File: config.mk
export PLATFORM = sky130hd
export DESIGN_NAME = product_bcd_converter
export DESIGN_NICKNAME = d
export VERILOG_FILES = /design/src/rtl/product_bcd_converter.sv
export SDC_FILE = /design/constraint.sdc
export NUM_CORES = 1
export LEC_CHECK = 0
export CAP_MARGIN = 20
export CELL_PAD_IN_SITES_DETAIL_PLACEMENT = 0
export CELL_PAD_IN_SITES_GLOBAL_PLACEMENT = 2
export CORE_MARGIN = 2
export CORE_UTILIZATION = 33
export DETAILED_ROUTE_END_ITERATION = 8
export PLACE_DENSITY_LB_ADDON = 0.1
export SLEW_MARGIN = 20
export SYNTH_ARGS = -nofsm -noshare
export SYNTH_HDL_FRONTEND = slang
export SYNTH_SLANG_ARGS = --single-unit
File: constraint.sdc
create_clock -name clk -period 2.1 [get_ports clk]
set_input_delay 0.525 -clock clk [delete_from_list [all_inputs] [get_ports clk]]
set_output_delay 0.525 -clock clk [all_outputs]
set_load 0.01 [all_outputs]
File: src/rtl/product_bcd_converter.sv
// Serial binary-to-BCD converter (shift-add-3, one bit per clock) for the multiplier product.
// Define PRODUCT_BCD_SEG7_EN to add an active-low 7-segment decode output `seg`.
module product_bcd_converter #(
  parameter int unsigned IN_W   = 6,
  parameter int unsigned DIGITS = 2
) (
  input  logic                  clk,
  input  logic                  rst,
  input  logic                  start,
  input  logic [IN_W-1:0]       bin,
  output logic                  busy,
  output logic                  done,
`ifdef PRODUCT_BCD_SEG7_EN
  output logic [4*DIGITS-1:0]   bcd,
  output logic [7*DIGITS-1:0]   seg
`else
  output logic [4*DIGITS-1:0]   bcd
`endif
);

  localparam int unsigned CW = $clog2(IN_W + 1);
  localparam logic [CW-1:0] LastCount = CW'(IN_W - 1);

  function automatic longint unsigned pow10(input int unsigned n);
    longint unsigned r;
    r = 1;
    for (int unsigned i = 0; i < n; i++) r = r * 10;
    return r;
  endfunction

  // The largest binary input must fit in the requested number of decimal digits.
  if (pow10(DIGITS) <= ((64'd1 << IN_W) - 64'd1)) begin : g_digits_check
    $error("product_bcd_converter: DIGITS too small for IN_W");
  end

  typedef enum logic [1:0] {StIdle, StShift, StDone} state_e;

  state_e                state_q, state_d;
  logic [IN_W-1:0]       shift_q, shift_d;
  logic [4*DIGITS-1:0]   scratch_q, scratch_d;
  logic [4*DIGITS-1:0]   bcd_q, bcd_d;
  logic [CW-1:0]         count_q, count_d;
  logic [4*DIGITS-1:0]   adj;

  always_ff @(posedge clk or posedge rst) begin
    if (rst) begin
      state_q   <= StIdle;
      shift_q   <= '0;
      scratch_q <= '0;
      bcd_q     <= '0;
      count_q   <= '0;
    end else begin
      state_q   <= state_d;
      shift_q   <= shift_d;
      scratch_q <= scratch_d;
      bcd_q     <= bcd_d;
      count_q   <= count_d;
    end
  end

  // Add-3 correction of every digit >= 5 before each shift.
  always_comb begin
    adj = scratch_q;
    for (int i = 0; i < DIGITS; i++) begin
      if (scratch_q[4*i +: 4] >= 4'd5) begin
        adj[4*i +: 4] = scratch_q[4*i +: 4] + 4'd3;
      end
    end
  end

  always_comb begin
    state_d   = state_q;
    shift_d   = shift_q;
    scratch_d = scratch_q;
    bcd_d     = bcd_q;
    count_d   = count_q;
    unique case (state_q)
      StIdle: begin
        if (start) begin
          shift_d   = bin;
          scratch_d = '0;
          count_d   = '0;
          state_d   = StShift;
        end
      end
      StShift: begin
        {scratch_d, shift_d} = {adj, shift_q} << 1;
        count_d = count_q + 1'b1;
        if (count_q == LastCount) begin
          bcd_d   = scratch_d;
          state_d = StDone;
        end
      end
      StDone: begin
        state_d = StIdle;
      end
      default: begin
        state_d = StIdle;
      end
    endcase
  end

  assign busy = (state_q != StIdle);
  assign done = (state_q == StDone);
  assign bcd  = bcd_q;

`ifdef PRODUCT_BCD_SEG7_EN
  // Segment order {g,f,e,d,c,b,a}, active low.
  always_comb begin
    seg = '1;
    for (int i = 0; i < DIGITS; i++) begin
      case (bcd_q[4*i +: 4])
        4'd0:    seg[7*i +: 7] = 7'b1000000;
        4'd1:    seg[7*i +: 7] = 7'b1111001;
        4'd2:    seg[7*i +: 7] = 7'b0100100;
        4'd3:    seg[7*i +: 7] = 7'b0110000;
        4'd4:    seg[7*i +: 7] = 7'b0011001;
        4'd5:    seg[7*i +: 7] = 7'b0010010;
        4'd6:    seg[7*i +: 7] = 7'b0000010;
        4'd7:    seg[7*i +: 7] = 7'b1111000;
        4'd8:    seg[7*i +: 7] = 7'b0000000;
        4'd9:    seg[7*i +: 7] = 7'b0010000;
        default: seg[7*i +: 7] = 7'b1111111;
      endcase
    end
  end
`endif

endmodule

### Yosys cells after proc, flatten, opt, wreduce, memory -nomap -nowiden

Cells that the tools add are included.

* register bits: 27
* logic and storage cells: 32
* output and inout port bits: 10

* mux-type cells: 11
* magnitude comparators: 2
* $add $sub $neg: 3
* eq/ne operators: 5
* reduce and logical (&&, ||, !) cells: 6

Operators by type and width (number)
* $pmux 8 s2: 1
* $pmux 6 s2: 1
* $ge 4x3->1 const B: 2
* $mux 8: 1
* $mux 3: 2
* $mux 6: 1
* $pmux 3 s2: 1
* $reduce_and 2->1: 3
* $add 4x2->4 const B: 1
* $mux 2: 2
* $mux 4: 1
* $ne 2x2->1 const B: 2
* $pmux 2 s2: 1
* $reduce_bool 2->1: 2
* $add 3x1->3 const B: 1
* $add 3x2->3 const B: 1
* $eq 3x3->1 const B: 1
* $eq 2x1->1 const B: 1
* $eq 2x2->1 const B: 1
* $logic_not 2->1: 1

### Depth between registers and ports, before layout

* depth in word-level cells: 3
* gate-level depth with buffers: 7

### Worst setup path before layout

Ideal clock, no wire load.

* kind: register to register
* start: register scratch_q[0]
* end: register bcd_q[2] (netlist: bcd[2])
* path slack: 0.666 ns
* arrival time: 1.358 ns
* period minus slack after synthesis: 1.434 ns
* library setup time: 0.076 ns
* stages on the path, launching flop included: 7
* data required time: 2.024 ns
* path through: dfrtp_1 > inv_1 > ha_1 > nand2b_1 > a21oi_2 > mux2_4 > o21ai_1

* cells in the longest elaborated chain, start to end: 2
* elaborated cells between the ends (all ways): 3
* classes of those cells: 1 x add/sub; 1 x order compare; 1 x mux

Ends and longest elaborated chain
* from (decl): line 40 `logic [4*DIGITS-1:0] scratch_q, scratch_d;`
* from (signal assigned): line 55 `scratch_q <= scratch_d;`
* $add 4x2->4 or $ge 4x3->1 (tied branches): line 66, 65
* $mux 4 (*): line 65 `if (scratch_q[4*i +: 4] >= 4'd5) begin`
* to (signal assigned): line 50 `bcd_q <= '0;`
* to (signal assigned): line 56 `bcd_q <= bcd_d;`
* to (decl): line 41 `logic [4*DIGITS-1:0] bcd_q, bcd_d;`

Every way passes the cells marked *; elsewhere a longest branch is shown, timed or not.
A chain may end at the register's enable or synchronous reset.

### Final worst setup path

* start: register state_q[1]
* end: output busy

* cells in the longest elaborated chain, start to end: 1

Ends and longest elaborated chain
* from (decl): line 38 `state_e state_q, state_d;`
* from (signal assigned): line 47 `state_q <= StIdle;`
* from (signal assigned): line 53 `state_q <= state_d;`
* $reduce_bool 2->1: line 103 `assign busy = (state_q != StIdle);`
* to (decl): line 11 `output logic busy,`

No other way between the ends.

==> impl_metrics.toml <==
[outcome]
status = "completed"

[power_and_ir_drop]
power.share.sequential_pct = 40.6
p_leak_nw = 0.707
power.clock.fraction_pct = 13.4
cell_internal_power_dissipation_mw = 1.39
power_switching_uw = 843
design_power_total_mw = 2.23
power_density_nw_per_um2 = 1400
combinationalPowerShare_pct = 46.0
power.ir.vdd_worst_mv = 0.494
power.switching_fraction_pct = 37.7

[timing]
hold_viol = 0
timing.final.crit_period_ns = 2.03
report.final.setup_viol = 0
final_critical_path_setup_slack_ns = 0.0715
min_period_over_period_pct = 96.6
rsz0062_at_grt = "no"
timing.final.max_slew_violations = 0
final_clock_skew_ns = 0.00398
whs_ns = 0.485
max_slew.worst_pin.slew_ns = 0.449
final.setup.tns_ns = 0
max_clock_freq_ghz = 0.493
max-slew-margin-rel_pct = 70.1

[final_layout]
multi_input_area_um2 = 556
final_core_util_pct = 42.9
final_area_um2 = 1600
layout_commonest_cell = "sky130_fd_sc_hd__dfrtp_1"
area.sequential_um2 = 678
final_cells = 198
layout.cells.most_common_list = "sky130_fd_sc_hd__dfrtp_1, sky130_fd_sc_hd__nand2_1, sky130_fd_sc_hd__clkdlybuf4s50_1"
area_growth_syn_to_layout_pct = 22.8
layout-drive-gt1-share_pct = 14.0
design.final.nets = 166
fillers = 363
antenna-diode-count = 0

[logic_synthesis]
syn_inst = 126
synth-edff-count = 0
synth_area_um2 = 1300
yosysUniqueCellTypes = 28
synth_top_area_cells = "sky130_fd_sc_hd__dfrtp_1, sky130_fd_sc_hd__nand2_1, sky130_fd_sc_hd__ha_1"
yosysTopAreaCell = "sky130_fd_sc_hd__dfrtp_1"
synth-main-ff-cell = "sky130_fd_sc_hd__dfrtp_1"
syn-num-nets = 141
syn_area_per_cell_um2 = 10.3
share_of_flip_flops_with_an_asynchronous_set_or_reset_after_synthesis_pct = 100
postSynthRegisterBits = 27
synth_top_area_share_pct = 52.0
count_of_yosys_warnings_during_synthesis = 0
synth-seq-area-share_pct = 52.0

[flow_run]
max_cap_violations = 0

[routing]
viasPerCell = 4.64
detail_route.first_pass.iterations = 4
drt_drc_violations_left = 0
drt_iter0_drc = 18
antenna_violating_nets_post_route = 0
routedWlPerCell_um = 12.3
routed_wl_mm = 2.43
vias = 919

[placement]
hpwl_mm = 1.73
dp_worst_setup_slack_ns = 0.333
io_port_bufs = 18
gpl.final_weighted_congestion = 0.739
placed_area_um2 = 1530
placed_cells_incl_taps = 192

[setup_path]
ff2ff_setup_slack_ns = 0.53
crit_path_end = "busy"
worstPathMaxFanout = 6
crit_required_ns = 1.57
crit_path_end_kind = "primary output"
worstSetupPathType = "flip-flop to primary output"
startpoint_type = "flip-flop"
regToRegEndpoint = "bcd[6]"
cp_data_arrival_time_ns = 1.50
startpoint = "state_q[1]"
r2r-start = "scratch_q[4]"
count_of_cells_along_the_worst_register_to_register_path = 6

[global_route]
grt.total_usage_pct = 13.2
initial_antenna_violation_count = 0
grt_first_pass_wirelength_mm = 4.44
grt_overflow = 0
first_global_vias = 959
largest_net_degree_at_the_start_of_global_routing = 28

[clocking]
cts_max_path_buffers = 2
cts-buffers-inserted = 3
clock-sinks = 27
cts_tree = "done"
clock_insertion_delay_worst_skew_ns = 0.27
clkTransAtPathRegs_ns = 0.10
htree_num_levels = 1
clock-root-buffer = "sky130_fd_sc_hd__clkbuf_8"

[min_path]
hold-path-cell-count = 2
hold_path_class = "flip-flop to flip-flop"

[floorplan]
fp.dieW_um = 66.7
floorplan.rows = 22
dieHeight_um = 66.7
die_area_um2 = 4450
initial_core_util_pct = 34.9
placeableCoreArea_um2 = 3720
ios = 19
[flip-flops by register name (all words and copies together), names as in the netlist]
name	cells
count_q	3
bcd	8
shift_q	6
state_q	2
scratch_q	8
[critical path: stages (launching register included)]
cell                              delay [ns]
sky130_fd_sc_hd__dfrtp_2                0.45
sky130_fd_sc_hd__or2_2                  0.30
sky130_fd_sc_hd__clkdlybuf4s50_1        0.48
[cells by family (layout without fill, tap and decap cells)]
group / count (synthesis) / after routing / synth area share, %
compound gates: 37 / 37 / 17.6
xor+xnor: 2 / 2 / 1.35
fa+ha+maj: 6 / 6 / 5.78
buf+inv: 12 / 36 / 5.20
flops: 27 / 27 / 52.0
mux: 3 / 3 / 3.18
simple gates: 39 / 39 / 14.8
[routing by layer]
layer	share of wire (%)	track usage [%]	wire, um
met1	50	17.6	1220
met2	45	22.0	1100
met3	3.7	2.03	91
met4	0.74	3.83	18
met5	0	0	0
[Yosys cell counts (all sizes together), types with 4 or more instances]
master and instances:
nand2b 4, a21oi 4, a22oi 5, buf 4, o21ai 25, nand2 21, ha 6, dfrtp 27
inv 8
[power groups by stage]
stage / registers, mW / clock network [mW] / logic [mW]
after floorplan: 0.908 / 0 / 0.718
after global placement: 0.914 / 0 / 1.02
after detailed placement: 0.920 / 0 / 1.03
after CTS: 0.911 / 0.317 / 1.03
after global routing: 0.946 / 0.344 / 1.18
final: 0.906 / 0.299 / 1.03
[repair_timing]
action,CTS,global route
gates resized for setup,0,2
setup buffers,0,2
endpoints found under the setup margin,0,2
hold buffers,0,0
[how the worst min path moves through the flow]
stage                from         end  slack, ns
3_3_place_gp       bcd[1]      bcd[1]       0.46
4_1_cts        count_q[2]  count_q[2]       0.49
5_1_grt        count_q[2]  count_q[2]       0.52
2_1_floorplan  count_q[2]  count_q[2]       0.44
3_5_place_dp       bcd[7]      bcd[7]       0.47
6_report           bcd[7]      bcd[7]       0.48
[final cells by class]
class / instances / share of cell area, %
Timing Repair Buffer: 24 / 14.1
Sequential cell: 27 / 42.5
Tap cell: 48 / 3.76
Clock buffer: 3 / 2.59
Inverter: 8 / 1.88
Multi-Input combinational cell: 87 / 34.8
Clock inverter: 1 / 0.314
(Power assumes the default switching activity.)
